## config.mk

```make
export PLATFORM = sky130hd
export DESIGN_NAME = vga_timing_gen_flat
export DESIGN_NICKNAME = d
export VERILOG_FILES = /design/src/rtl/vga_timing_pkg.sv /design/src/rtl/vga_timing_gen_if.sv /design/src/rtl/vga_delay_line.sv /design/src/rtl/vga_timing_gen.sv /design/src/flat_wrapper.sv
export SDC_FILE = /design/constraint.sdc
export NUM_CORES = 1
export LEC_CHECK = 0
export ABC_AREA = 0
export BUFFER_PORTS_ARGS = -buffer_cell sky130_fd_sc_hd__buf_2
export CAP_MARGIN = 20
export CELL_PAD_IN_SITES_DETAIL_PLACEMENT = 0
export CELL_PAD_IN_SITES_GLOBAL_PLACEMENT = 1
export CORE_AREA = 2 2 92 94
export DETAILED_ROUTE_END_ITERATION = 7
export DIE_AREA = 0 0 94 96
export PLACE_DENSITY_LB_ADDON = 0.2
export RECOVER_POWER = 100
export SETUP_SLACK_MARGIN = 0.15
export SYNTH_ARGS = -nofsm -noshare
export SYNTH_HDL_FRONTEND = slang
export SYNTH_SLANG_ARGS = --single-unit
```

## constraint.sdc

```tcl
create_clock -name iCLK -period 2.5 [get_ports iCLK]
set_clock_uncertainty 0.15 [all_clocks]
set_input_delay 0.5 -clock iCLK [delete_from_list [all_inputs] [get_ports iCLK]]
set_output_delay 0.5 -clock iCLK [all_outputs]
set_load 0.05 [all_outputs]
```

## src/rtl/vga_timing_pkg.sv

```systemverilog
// Shared timing defaults, widths and types for the VGA timing generator.
// The defaults describe the standard 640x480 @ 60 Hz mode (800 x 525 totals).
package vga_timing_pkg;

  localparam int CNT_W   = 10;
  localparam int COLOR_W = 10;

  localparam int H_ACTIVE_DEF = 640;
  localparam int H_FRONT_DEF  = 16;
  localparam int H_SYNC_DEF   = 96;
  localparam int H_BACK_DEF   = 48;
  localparam int H_TOTAL_DEF  = H_ACTIVE_DEF + H_FRONT_DEF + H_SYNC_DEF + H_BACK_DEF;

  localparam int V_ACTIVE_DEF = 480;
  localparam int V_FRONT_DEF  = 10;
  localparam int V_SYNC_DEF   = 2;
  localparam int V_BACK_DEF   = 33;
  localparam int V_TOTAL_DEF  = V_ACTIVE_DEF + V_FRONT_DEF + V_SYNC_DEF + V_BACK_DEF;

  localparam int DATA_LAT_DEF = 2;

  typedef logic [CNT_W-1:0]   cnt_t;
  typedef logic [COLOR_W-1:0] color_t;

  // Internal timing flags are active-high so a cleared pipeline means "blank, no sync".
  typedef struct packed {
    logic visible;
    logic h_sync;
    logic v_sync;
  } timing_t;

  function automatic logic in_window(cnt_t pos, cnt_t lo, cnt_t hi);
    return (pos >= lo) && (pos < hi);
  endfunction

endpackage

```

## src/rtl/vga_timing_gen_if.sv

```systemverilog
// Pixel-client link: the generator issues coordinates, the client returns colour
// for each coordinate a fixed number of clocks later.
interface vga_timing_gen_if;
  import vga_timing_pkg::*;

  cnt_t   oCoord_X;
  cnt_t   oCoord_Y;
  logic   oRequest;
  logic   oFrame_Start;
  color_t iRed;
  color_t iGreen;
  color_t iBlue;

  modport master (
    output oCoord_X, oCoord_Y, oRequest, oFrame_Start,
    input  iRed, iGreen, iBlue
  );

  modport slave (
    input  oCoord_X, oCoord_Y, oRequest, oFrame_Start,
    output iRed, iGreen, iBlue
  );

endinterface

```

## src/rtl/vga_delay_line.sv

```systemverilog
// Fixed-depth shift register with asynchronous clear, used to align the timing
// flags with the client's colour latency.
module vga_delay_line #(
  parameter int WIDTH = 1,
  parameter int DEPTH = 1
) (
  input  logic             clk,
  input  logic             rst_n,
  input  logic [WIDTH-1:0] d_i,
  output logic [WIDTH-1:0] q_o
);

  logic [WIDTH-1:0] stage_q [DEPTH];

  // NOTE: every stage is cleared, not just the head; stale flags here would
  // emit a false sync or visible pixel right after reset.
  always_ff @(posedge clk or negedge rst_n) begin
    if (!rst_n) begin
      for (int i = 0; i < DEPTH; i++) begin
        stage_q[i] <= '0;
      end
    end else begin
      stage_q[0] <= d_i;
      for (int i = 1; i < DEPTH; i++) begin
        stage_q[i] <= stage_q[i-1];
      end
    end
  end

  assign q_o = stage_q[DEPTH-1];

endmodule

```

## src/rtl/vga_timing_gen.sv

```systemverilog
// VGA raster timing generator: issues pixel coordinates to a client and drives
// the DAC with the returned colour, syncs and blank aligned to the same edge.
module vga_timing_gen
  import vga_timing_pkg::*;
#(
  parameter int H_ACTIVE = H_ACTIVE_DEF,
  parameter int H_FRONT  = H_FRONT_DEF,
  parameter int H_SYNC   = H_SYNC_DEF,
  parameter int H_BACK   = H_BACK_DEF,
  parameter int V_ACTIVE = V_ACTIVE_DEF,
  parameter int V_FRONT  = V_FRONT_DEF,
  parameter int V_SYNC   = V_SYNC_DEF,
  parameter int V_BACK   = V_BACK_DEF,
  parameter int DATA_LAT = DATA_LAT_DEF
) (
  input  logic             iCLK,
  input  logic             iRST_N,
  vga_timing_gen_if.master client,
  output color_t           oVGA_R,
  output color_t           oVGA_G,
  output color_t           oVGA_B,
  output logic             oVGA_H_SYNC,
  output logic             oVGA_V_SYNC,
  output logic             oVGA_BLANK,
  output logic             oVGA_SYNC
);

  localparam cnt_t H_LAST   = cnt_t'(H_ACTIVE + H_FRONT + H_SYNC + H_BACK - 1);
  localparam cnt_t V_LAST   = cnt_t'(V_ACTIVE + V_FRONT + V_SYNC + V_BACK - 1);
  localparam cnt_t H_VIS    = cnt_t'(H_ACTIVE);
  localparam cnt_t V_VIS    = cnt_t'(V_ACTIVE);
  localparam cnt_t HS_START = cnt_t'(H_ACTIVE + H_FRONT);
  localparam cnt_t HS_END   = cnt_t'(H_ACTIVE + H_FRONT + H_SYNC);
  localparam cnt_t VS_START = cnt_t'(V_ACTIVE + V_FRONT);
  localparam cnt_t VS_END   = cnt_t'(V_ACTIVE + V_FRONT + V_SYNC);

  cnt_t    h_q, h_d;
  cnt_t    v_q, v_d;
  cnt_t    x_q, y_q;
  logic    req_q, fs_q;
  timing_t timing_d, timing_q, timing_dl;

  color_t  r_q, g_q, b_q;
  logic    hs_n_q, vs_n_q, blank_n_q;

  // NOTE: all next-state values get a default first so no path leaves them
  // unassigned and infers a latch.
  always_comb begin
    h_d = h_q + cnt_t'(1);
    v_d = v_q;
    if (h_q == H_LAST) begin
      h_d = '0;
      v_d = (v_q == V_LAST) ? '0 : v_q + cnt_t'(1);
    end
    timing_d.visible = (h_q < H_VIS) && (v_q < V_VIS);
    timing_d.h_sync  = in_window(h_q, HS_START, HS_END);
    timing_d.v_sync  = in_window(v_q, VS_START, VS_END);
  end

  // Raster counters and the issued-coordinate stage share one register bank.
  always_ff @(posedge iCLK or negedge iRST_N) begin
    if (!iRST_N) begin
      h_q      <= '0;
      v_q      <= '0;
      x_q      <= '0;
      y_q      <= '0;
      req_q    <= 1'b0;
      fs_q     <= 1'b0;
      timing_q <= '0;
    end else begin
      h_q      <= h_d;
      v_q      <= v_d;
      x_q      <= timing_d.visible ? h_q : '0;
      y_q      <= timing_d.visible ? v_q : '0;
      req_q    <= timing_d.visible;
      fs_q     <= (h_q == '0) && (v_q == '0);
      timing_q <= timing_d;
    end
  end

  assign client.oCoord_X     = x_q;
  assign client.oCoord_Y     = y_q;
  assign client.oRequest     = req_q;
  assign client.oFrame_Start = fs_q;

  // Flags travel DATA_LAT clocks to meet the client's colour, then share the
  // output register with it.
  vga_delay_line #(
    .WIDTH ($bits(timing_t)),
    .DEPTH (DATA_LAT)
  ) u_align (
    .clk   (iCLK),
    .rst_n (iRST_N),
    .d_i   (timing_q),
    .q_o   (timing_dl)
  );

  always_ff @(posedge iCLK or negedge iRST_N) begin
    if (!iRST_N) begin
      r_q       <= '0;
      g_q       <= '0;
      b_q       <= '0;
      hs_n_q    <= 1'b1;
      vs_n_q    <= 1'b1;
      blank_n_q <= 1'b0;
    end else begin
      r_q       <= timing_dl.visible ? client.iRed   : '0;
      g_q       <= timing_dl.visible ? client.iGreen : '0;
      b_q       <= timing_dl.visible ? client.iBlue  : '0;
      hs_n_q    <= ~timing_dl.h_sync;
      vs_n_q    <= ~timing_dl.v_sync;
      blank_n_q <= timing_dl.visible;
    end
  end

  assign oVGA_R      = r_q;
  assign oVGA_G      = g_q;
  assign oVGA_B      = b_q;
  assign oVGA_H_SYNC = hs_n_q;
  assign oVGA_V_SYNC = vs_n_q;
  assign oVGA_BLANK  = blank_n_q;
  assign oVGA_SYNC   = 1'b0;

endmodule

```

## src/flat_wrapper.sv

```systemverilog
// flat-port wrapper written by rule: the top's interface ports become plain ports
module vga_timing_gen_flat import vga_timing_pkg::*;
#(
  parameter int H_ACTIVE = H_ACTIVE_DEF,
  parameter int H_FRONT  = H_FRONT_DEF,
  parameter int H_SYNC   = H_SYNC_DEF,
  parameter int H_BACK   = H_BACK_DEF,
  parameter int V_ACTIVE = V_ACTIVE_DEF,
  parameter int V_FRONT  = V_FRONT_DEF,
  parameter int V_SYNC   = V_SYNC_DEF,
  parameter int V_BACK   = V_BACK_DEF,
  parameter int DATA_LAT = DATA_LAT_DEF
)
  (iCLK, iRST_N, oVGA_R, oVGA_G, oVGA_B, oVGA_H_SYNC, oVGA_V_SYNC, oVGA_BLANK, oVGA_SYNC, client_oCoord_X, client_oCoord_Y, client_oRequest, client_oFrame_Start, client_iRed, client_iGreen, client_iBlue);
  vga_timing_gen_if client_i ();
  input  logic iCLK;
  input  logic iRST_N;
  output color_t oVGA_R;
  output color_t oVGA_G;
  output color_t oVGA_B;
  output logic oVGA_H_SYNC;
  output logic oVGA_V_SYNC;
  output logic oVGA_BLANK;
  output logic oVGA_SYNC;
  output wire logic [$bits(client_i.oCoord_X)-1:0] client_oCoord_X;
  output wire logic [$bits(client_i.oCoord_Y)-1:0] client_oCoord_Y;
  output wire logic [$bits(client_i.oRequest)-1:0] client_oRequest;
  output wire logic [$bits(client_i.oFrame_Start)-1:0] client_oFrame_Start;
  input wire logic [$bits(client_i.iRed)-1:0] client_iRed;
  input wire logic [$bits(client_i.iGreen)-1:0] client_iGreen;
  input wire logic [$bits(client_i.iBlue)-1:0] client_iBlue;
  assign client_oCoord_X = client_i.oCoord_X;
  assign client_oCoord_Y = client_i.oCoord_Y;
  assign client_oRequest = client_i.oRequest;
  assign client_oFrame_Start = client_i.oFrame_Start;
  assign client_i.iRed = client_iRed;
  assign client_i.iGreen = client_iGreen;
  assign client_i.iBlue = client_iBlue;
  vga_timing_gen #(.H_ACTIVE(H_ACTIVE), .H_FRONT(H_FRONT), .H_SYNC(H_SYNC), .H_BACK(H_BACK), .V_ACTIVE(V_ACTIVE), .V_FRONT(V_FRONT), .V_SYNC(V_SYNC), .V_BACK(V_BACK), .DATA_LAT(DATA_LAT)) u_core (.iCLK(iCLK), .iRST_N(iRST_N), .client(client_i), .oVGA_R(oVGA_R), .oVGA_G(oVGA_G), .oVGA_B(oVGA_B), .oVGA_H_SYNC(oVGA_H_SYNC), .oVGA_V_SYNC(oVGA_V_SYNC), .oVGA_BLANK(oVGA_BLANK), .oVGA_SYNC(oVGA_SYNC));
endmodule
```

==> Flow_metrics.wiki <==
{| class="wikitable"
! Metric !! Value
|-
| Highest net fanout along the worst path || 10
|-
| Number of gates resized after CTS || 0
|-
| Detailed Routing Iterations Pass 1 || 4
|-
| Average instance area after synthesis || 12.9 um^2
|-
| Slew at the pin with the worst max-slew slack || 0.708 ns
|-
| Power density normalized to cell area || 696 nW/um^2
|-
| Initial DRC count || 34
|-
| Count of warnings emitted by yosys || 0
|-
| Placed wire-length estimate after detailed placement || 4.04 mm
|-
| Post-CTS setup repair buffer count || 0
|-
| Crit path launch type || flip-flop
|-
| Sink Count || 83
|-
| Core footprint || 8050 um^2
|-
| Critical path class || reg -> reg
|-
| Setup violators final || 0
|-
| Mapped cell area || 3110 um^2
|-
| Final net count || 363
|-
| Arrival time at the worst endpoint || 2.26 ns
|-
| Required time reported for the critical path endpoint || 2.62 ns
|-
| Number of max-slew violations in the final report || 0
|-
| Unique masters post-synth || 44
|-
| Share of the clock period used by the worst path after layout || 0.854
|-
| Wire length of the first global-routing pass || 9.56 mm
|-
| Hold path start || u_core.u_align.q_o[1]
|-
| Sequential share of the synthesized area || 0.669
|-
| Minimum period implied by the final worst setup slack || 2.14 ns
|-
| Global-route congestion overflow total || 0
|-
| Count of flip-flops with a built-in enable after synthesis || 0
|-
| CTS root buffer || sky130_fd_sc_hd__clkbuf_8
|-
| Largest net degree at the start of global routing || 58
|-
| CTS buffer count || 9
|-
| Clock tree from TritonCTS || built
|-
| Per-cell routed wire length || 13.4 um
|-
| Number of buffers on the longest clock path || 2
|-
| Average via count per standard cell || 4.54
|-
| Worst slew margin relative to its limit || 0.528
|-
| Placer's final routability congestion estimate || 0.790
|-
| Flip-flop and latch count after synthesis || 83
|-
| Remaining number of nets flagged by the antenna check after routing || 0
|-
| Number of ports placed on the die boundary || 88
|-
| FFs w/ async S/R, synth || 1.00
|-
| Die boundary width || 94 um
|-
| Clock latency on the worst-skew pair || 0.34 ns
|-
| Relative area change from synthesis to final layout || 21.1%
|-
| Wire length reported by the detailed router || 5.86 mm
|-
| Initial antenna violation count || 0
|-
| Quantity of I/O buffers inserted on ports || 86
|-
| Overall via count from detail_route || 1,983
|-
| Count of max-cap constraint violations || 0
|-
| Core Rows || 33
|-
| Setup repair after global routing missed its margin || false
|-
| Outcome || finished clean
|-
| Vias in the first global route || 1,949
|-
| Top flip-flop cell by instance count after synthesis || sky130_fd_sc_hd__dfrtp_1
|-
| Fraction of final layout cells sized beyond drive strength 1 || 0.166
|-
| Crit. Startpoint || u_core.h_q[0]
|-
| Element type at the critical path end || flip-flop
|-
| Reg-to-reg critical path startpoint || u_core.h_q[0]
|-
| Htree depth || 3
|-
| Sum of negative setup slack || 0 ns
|-
| Starting density of the core || 0.386
|-
| Max rail drop VDD || 0.211 mV
|-
| Worst Hold Class || reg -> reg
|-
| Residual DRC || 0
|-
| DIE AREA || 9020 um^2
|-
| Global router's overall resource usage || 0.138
|-
| Overall die height || 96 um
|-
| Leakage power summed over all cells || 1.70 nW
|-
| Highest clock frequency the design can meet || 468 MHz
|-
| Antenna diode count || 0
|-
| Final hold violation count || 0
|-
| Clock slew at reported path FFs || 0.08 ns
|-
| Share of the core filled with cells in the final layout || 0.468
|-
| Syn Inst Count || 241
|}
==> layout make-up <==
class                      instances  area (um^2)
clock buffer                      11          141
clock inverter                     5         85.1
fill                             796         4280
inverter                           6         22.5
multi-input combinational        139          916
sequential                        83         2080
tap                              105          131
timing repair buffer              88          392
==> synth_stat cells (2+ instances only) <==
library cell	instances	area [um^2]
sky130_fd_sc_hd__nand2_1	11	41.3
sky130_fd_sc_hd__clkbuf_8	2	27.5
sky130_fd_sc_hd__and2_1	48	300
sky130_fd_sc_hd__clkbuf_1	5	18.8
sky130_fd_sc_hd__nand3_1	7	35.0
sky130_fd_sc_hd__nor2_1	8	30.0
sky130_fd_sc_hd__nor4_1	5	31.3
sky130_fd_sc_hd__nor3_1	2	10.0
sky130_fd_sc_hd__inv_1	6	22.5
sky130_fd_sc_hd__dfstp_2	2	52.6
sky130_fd_sc_hd__xor2_1	4	35.0
sky130_fd_sc_hd__and4_1	2	17.5
sky130_fd_sc_hd__nand3b_1	3	22.5
sky130_fd_sc_hd__and2_2	2	15.0
sky130_fd_sc_hd__o21ai_0	5	25.0
sky130_fd_sc_hd__or3_1	2	12.5
sky130_fd_sc_hd__ha_1	4	50.1
sky130_fd_sc_hd__dfrtp_1	81	2030
sky130_fd_sc_hd__buf_2	3	15.0
sky130_fd_sc_hd__nand4_1	4	25.0
sky130_fd_sc_hd__a21oi_1	3	15.0
sky130_fd_sc_hd__and3_1	3	18.8
sky130_fd_sc_hd__xnor2_1	5	43.8
sky130_fd_sc_hd__mux2i_1	2	20.0
sky130_fd_sc_hd__buf_4	3	22.5
==> kinds of logic (layout without fill, tap and decap cells) <==
group,after synthesis,in the layout,synth area share
simple gates,108,108,0.215
compound gates,13,13,0.0257
flops,83,83,0.669
fa+ha+maj,4,4,0.0161
xor+xnor,9,9,0.0253
other cells,1,2,0.00121
mux,3,3,0.0101
buf+inv,20,110,0.0378
==> metal layers <==
metal / vias to the layer above / global-route usage / wire length, um
li1: 958 / - / -
met1: 953 / 0.176 / 2710
met2: 66 / 0.220 / 2680
met3: 6 / 0.0470 / 407
met4: 0 / 0.0507 / 59
met5: - / 0 / 0
==> state kept, by name (all words and copies together), names as in the netlist <==
name                        count
u_core.v_q                     10
u_core.oVGA_H_SYNC              1
u_core.client.oFrame_Start      1
u_core.oVGA_G                  10
u_core.client.oCoord_Y         10
u_core.oVGA_BLANK               1
u_core.oVGA_R                  10
u_core.timing_q                 2
u_core.oVGA_B                  10
u_core.u_align.stage_q          3
u_core.client.oRequest          1
u_core.u_align.q_o              3
u_core.h_q                     10
u_core.client.oCoord_X         10
u_core.oVGA_V_SYNC              1
==> path summary, 6_finish.rpt <==
path	endpoint	slack, ns	cells past startpoint
worst max-delay path	u_core.v_q[7]	0.36	5
worst min-delay path	u_core.oVGA_H_SYNC	0.20	1
worst max register to register	u_core.v_q[7]	0.36	5
worst min register to register	u_core.oVGA_H_SYNC	0.20	1
max in group asynchronous	u_core.oVGA_V_SYNC	0.83	3
min in group asynchronous	u_core.oVGA_G[9]	0.58	2
==> layout by cell type, fill, tap and decap left out, types with 2 or more instances in the layout <==
cell / synthesis / layout
sky130_fd_sc_hd__a21oi_1: 3 / 3
sky130_fd_sc_hd__xnor2_1: 5 / 5
sky130_fd_sc_hd__nand3b_1: 3 / 3
sky130_fd_sc_hd__nand4_1: 4 / 4
sky130_fd_sc_hd__clkbuf_8: 2 / 10
sky130_fd_sc_hd__and2_1: 48 / 22
sky130_fd_sc_hd__ha_1: 4 / 4
sky130_fd_sc_hd__nand2_1: 11 / 11
sky130_fd_sc_hd__conb_1: 1 / 2
sky130_fd_sc_hd__clkbuf_1: 5 / 56
sky130_fd_sc_hd__bufinv_16: 0 / 2
sky130_fd_sc_hd__nand3_1: 7 / 7
sky130_fd_sc_hd__nor2_1: 8 / 8
sky130_fd_sc_hd__dfrtp_1: 81 / 81
sky130_fd_sc_hd__mux2i_1: 2 / 2
sky130_fd_sc_hd__or3_1: 2 / 2
sky130_fd_sc_hd__and2_0: 0 / 26
sky130_fd_sc_hd__and2_2: 2 / 2
sky130_fd_sc_hd__nor3_1: 2 / 2
sky130_fd_sc_hd__o21ai_0: 5 / 5
sky130_fd_sc_hd__buf_2: 3 / 30
sky130_fd_sc_hd__and4_1: 2 / 2
sky130_fd_sc_hd__nor4_1: 5 / 5
sky130_fd_sc_hd__and3_1: 3 / 4
sky130_fd_sc_hd__dfstp_2: 2 / 2
sky130_fd_sc_hd__xor2_1: 4 / 4
sky130_fd_sc_hd__inv_1: 6 / 6
==> report_power, final <==
part           switching, mW  internal (mW)
registers            0.00642           1.37
clock network          0.470          0.596
logic                  0.142         0.0417
==> through the flow <==
step	power (mW)	instance area (um^2)	instances	hold WS, ns	worst slack, ns
after floorplan	1.51	3110	242	0.0544	0.628
final	2.62	3770	437	0.202	0.364
after global routing	2.74	3770	437	0.187	0.213
after global placement	1.59	3600	420	0.183	0.465
after CTS	2.68	3840	437	0.190	0.392
after detailed placement	1.59	3600	420	0.185	0.407
==> critical path, stage by stage, from the launching register on <==
cell	delay (ns)
sky130_fd_sc_hd__dfrtp_1	0.42
sky130_fd_sc_hd__ha_1	0.23
sky130_fd_sc_hd__and4_1	0.38
sky130_fd_sc_hd__and3_1	0.46
sky130_fd_sc_hd__and4_1	0.27
sky130_fd_sc_hd__xor2_1	0.15
==> timing repair <==
action / CTS / global route
hold buffers: 1 / 0
hold endpoints to repair: 26 / 0
setup endpoints to repair: 0 / 0
Note: power is estimated with default switching activity, not from simulation.
